`config.mk`:
```
export PLATFORM = sky130hd
export DESIGN_NAME = x25519_loader
export DESIGN_NICKNAME = d
export VERILOG_FILES = /design/src/rtl/x25519_loader.sv
export SDC_FILE = /design/constraint.sdc
export NUM_CORES = 2
export LEC_CHECK = 0
export CAP_MARGIN = 20
export CORE_AREA = 2 2 263 265
export DETAILED_ROUTE_END_ITERATION = 16
export DIE_AREA = 0 0 265 267
export PLACE_DENSITY = 0.79
export SLEW_MARGIN = 20
export SYNTH_ARGS = -nofsm -noshare
export SYNTH_HDL_FRONTEND = slang
export SYNTH_SLANG_ARGS = --single-unit
```
`constraint.sdc`:
```
create_clock -name clock -period 3.8 [get_ports clock]
set_clock_uncertainty 0.1 [all_clocks]
set_input_delay 1.14 -clock clock [delete_from_list [all_inputs] [get_ports clock]]
set_output_delay 1.14 -clock clock [all_outputs]
set_load 0.02 [all_outputs]
```
`src/rtl/x25519_loader.sv`:
```
// Byte-stream loader for an X25519 scalar-multiply core: collects scalar and u,
// reduces u mod p, starts the core and reports completion. Optional clamping via X25519_CLAMP_EN.
module x25519_loader (
    input  logic         clock,
    input  logic         reset,
    input  logic         in_valid,
    output logic         in_ready,
    input  logic [7:0]   in_data,
    output logic         core_start,
    output logic [254:0] core_n,
    output logic [254:0] core_q,
    input  logic         core_done,
    output logic         busy,
    output logic         result_valid
);
    typedef enum logic [1:0] {
        COLLECT = 2'd0,
        REDUCE  = 2'd1,
        START   = 2'd2,
        WAIT    = 2'd3
    } state_t;

    state_t         state_q, state_d;
    logic [5:0]     cnt_q, cnt_d;
    logic [255:0]   scalar_q, scalar_d;
    logic [255:0]   u_q, u_d;
    logic [254:0]   n_q, n_d;
    logic [254:0]   qv_q, qv_d;
    logic           rv_q, rv_d;
    logic [255:0]   u_plus19;
    logic [254:0]   n_load;

    // u >= p exactly when u + 19 carries into bit 255; the low bits are then u - p.
    assign u_plus19 = {1'b0, u_q[254:0]} + 256'd19;

`ifdef X25519_CLAMP_EN
    assign n_load = {1'b1, scalar_q[253:3], 3'b000};
`else
    assign n_load = scalar_q[254:0];
`endif

    always_ff @(posedge clock) begin
        if (reset) begin
            state_q  <= COLLECT;
            cnt_q    <= 6'd0;
            scalar_q <= '0;
            u_q      <= '0;
            n_q      <= '0;
            qv_q     <= '0;
            rv_q     <= 1'b0;
        end else begin
            state_q  <= state_d;
            cnt_q    <= cnt_d;
            scalar_q <= scalar_d;
            u_q      <= u_d;
            n_q      <= n_d;
            qv_q     <= qv_d;
            rv_q     <= rv_d;
        end
    end

    always_comb begin
        state_d    = state_q;
        cnt_d      = cnt_q;
        scalar_d   = scalar_q;
        u_d        = u_q;
        n_d        = n_q;
        qv_d       = qv_q;
        rv_d       = 1'b0;
        in_ready   = 1'b0;
        core_start = 1'b0;
        case (state_q)
            COLLECT: begin
                in_ready = 1'b1;
                if (in_valid) begin
                    cnt_d = cnt_q + 6'd1;
                    // Little-endian: shift in at the top so byte 0 ends at bits [7:0].
                    if (cnt_q[5]) u_d      = {in_data, u_q[255:8]};
                    else          scalar_d = {in_data, scalar_q[255:8]};
                    if (cnt_q == 6'd63) state_d = REDUCE;
                end
            end
            REDUCE: begin
                n_d     = n_load;
                qv_d    = u_plus19[255] ? u_plus19[254:0] : u_q[254:0];
                state_d = START;
            end
            START: begin
                core_start = 1'b1;
                state_d    = WAIT;
            end
            WAIT: begin
                if (core_done) begin
                    rv_d    = 1'b1;
                    state_d = COLLECT;
                end
            end
            default: state_d = COLLECT;
        endcase
    end

    assign busy         = (state_q != COLLECT);
    assign core_n       = n_q;
    assign core_q       = qv_q;
    assign result_valid = rv_q;
endmodule

```
==> results.txt <==
Hold Fails Final Rpt = 0
worst hold path class = flop to flop
r2r setup slk = 0.57 ns
CP max-delay cell = clkdlybuf4s50_1
sequential share of power = 46.8%
starting density of the core = 53.5%
Worst Hold End = u_q[247]
Inst Count DP = 5271
Startpoint Class = flop
syn nets = 4152
CP bufs+invs = 3
Final Critical Period = 3.50 ns
Clock Latency Late Sink = 0.68 ns
grt total ovfl = 0
register area share after synthesis = 56.7%
RR Endpoint = core_q[96]
Tot GR Track Use = 30.2%
max-cap viol count = 0
I/O pin total = 526
die height = 267 um
number of global-route vias before repair = 29166
most frequent cells in the layout = nand2_1, dfxtp_1, a21oi_1, clkdlybuf4s50_1, nor2_1
root buf cell = clkbuf_16
CTS tree = built
Core Rows = 96
most common cell after layout, fill and taps aside = nand2_1
CP Class = flop to output port
area of the multi-input gates = 14500 um2
ANT nets after route = 0
hold slack = 0.357 ns
synth unique cells = 38
Tcrit/Tclk final = 92.1%
CTS Buf Count = 101
delay of the slowest critical-path stage = 0.61 ns
Final Non-Filler Cells = 5456
Critical Path RT = 2.56 ns
first-pass GRT wire length = 170000 um
FILL cells = 5331
Clk pin slew, worst setup/hold paths = 0.06 ns
drt total wl = 112000 um
Peak VDD IR = 425 uV
CP dominant cell by count = inv_1
Clk pwr share = 43.7%
hold path cells = 2
Hold Crit Start = u_q[255]
routed length per instance = 20.5 um
RSZ-0062 raised after global routing = no
H-tree Lvls = 3
largest net degree at the start of global routing = 171
Net Sw Frac = 25.5%
synthesized cell area = 36400 um2
synth warn = 0
crit-path cells = inv_1, ha_1, inv_1, clkdlybuf4s50_1
CTS max path bufs = 3
CTS-repair resized insts = 0
Post CTS Setup Buffer Count = 0
Final Net Count = 4510
pwr/cell area = 510 nW/um2
setup slack after layout = 0.300 ns
maximum achievable frequency = 0.286 GHz
setup TNS = 0 ns
Worst slew margin = 23.1%
DPL Wire Length = 73600 um
Worst Setup End Kind = output port
CTS Hold Bufs = 0
vias = 31595
Core Area = 68000 um2
pre-CTS setup slack = 0.434 ns
post-route cell area = 45700 um2
switching power of the nets = 5.94 mW
DRC viols = 0
Syn Area/Cell = 8.81 um2
Max Slew Vio Count = 0
endpoints failing setup = 0
Top delay family on crit path = buffers and inverters
reg2reg start = u_q[104]
RePlAce Congestion = 0.905
Comb power frac = 9.5%
flops & latches, synth = 1031
R2R depth = 7
placed cell area = 42300 um2
die area = 70800 um2
Layout area overhead = 25.5%
Port Buf Inserts = 525
Vias/cell = 5.79
register area = 20600 um2
Max Fanout on Critical Path = 7
cell internal pwr = 17.4 mW
1st-iter DRT viols = 3563
Synth Instances = 4134
Die X = 265 um
antenna violations before repair = 4
Sinks on Clock Net = 1031
drt first pass iters = 6
measured slew at the worst slew-check pin = 1.15 ns
share of cells above drive strength 1 = 5.10%
leak pwr = 14.7 nW
critical path arrival = 2.26 ns
status = finished clean
[power by group through the flow]
stage                     logic [mW]  clock network (mW)  registers, mW
after global placement          2.18                   0           11.1
final                           2.21                10.2           10.9
after CTS                       2.19                10.3           10.9
after global routing            2.32                10.7           10.9
after floorplan                 1.59                   0           11.1
after detailed placement        2.18                   0           11.1
[per-layer routing]
layer	routed length (um)	share of wire, %	global-route usage, %
met5	23	0.021	0
met4	5320	4.8	14.2
met3	9320	8.3	6.19
met2	51100	46	47.3
met1	46300	41	40.2
[registers in the layout, summed over array words and instances, names as in the netlist]
signal        cells
cnt_q             6
core_n          255
core_q          255
result_valid      1
scalar_q        256
state_q           2
u_q             256
[worst max-delay path by stage]
stage | startpoint | end | slack (ns) | cells after the start
after CTS | state_q[0] | busy | 0.28 | 4
after global routing | state_q[0] | busy | 0.25 | 4
after floorplan | reset | core_q[154] | 1.27 | 5
after global placement | in_valid | scalar_q[118] | 0.49 | 6
after detailed placement | in_valid | scalar_q[140] | 0.43 | 6
final | state_q[0] | busy | 0.30 | 4
[synthesized netlist by cell type]
library cell,instances,area [um2]
nand2_1,1161,4360
dfxtp_1,1031,20600
a21oi_1,639,3200
clkbuf_1,279,1050
nor2_1,276,1040
mux2i_1,256,2560
a22o_1,125,1090
o211ai_1,125,938
nand4_1,113,707
buf_1,37,139
nor4_1,21,131
inv_1,8,30.0
buf_2,6,30.0
ha_1,6,75.1
buf_6,5,56.3
nand3_1,5,25.0
a311oi_1,4,35.0
nor4_2,4,50.1
o21ai_0,4,20.0
nor3_1,3,15.0
o31ai_1,3,22.5
or4_1,3,22.5
xor2_1,3,26.3
nand2b_1,2,12.5
or3_1,2,12.5
a221oi_1,1,8.76
a311oi_2,1,15.0
and2_1,1,6.26
and3_1,1,6.26
o2111ai_1,1,8.76
o21bai_1,1,7.51
o311ai_0,1,8.76
or2_2,1,6.26
or3_2,1,7.51
or3_4,1,11.3
or4_2,1,8.76
or4_4,1,11.3
xnor2_1,1,8.76
[cells by family (layout without fill, tap and decap cells)]
family                     after synthesis  in the layout  synth area share, %
DFF                                   1031           1031                 56.7
xor gates and xnor gates                 4              4               0.0963
adders and majority gates                6              6                0.206
muxes                                  256            256                 7.04
other                                    0              2                    0
and+or+nand+nor                       1597           1597                 17.7
buffers and inverters                  335            773                 3.58
AOI/OAI and AO/OA                      905            905                 14.7
[cell type report]
cell class / count / area share (%)
diodes: 2 / 0.0110
well taps: 882 / 2.42
multi-input cells: 2768 / 31.8
repair buffers: 582 / 13.1
inverters: 8 / 0.0712
flip-flops and latches: 1031 / 45.2
clock inverters: 36 / 1.05
clock buffers: 147 / 6.37
[worst reg2reg max path, delay by kind of cell, from the launching register on]
kind	cells	cell delay (ns)
AND/OR/NAND/NOR	4	1.58
buffers and inverters	1	0.31
AO/OA/AOI/OAI	2	0.74
flip-flops	1	0.40
[metrics by stage]
stage / utilization, % / power, mW
after detailed placement: 62.2 / 13.3
after global placement: 62.2 / 13.3
after floorplan: - / 12.7
after global routing: 67.2 / 23.9
final: 67.2 / 23.3
after CTS: 67.2 / 23.4
Power figures use the tool's default switching activity.
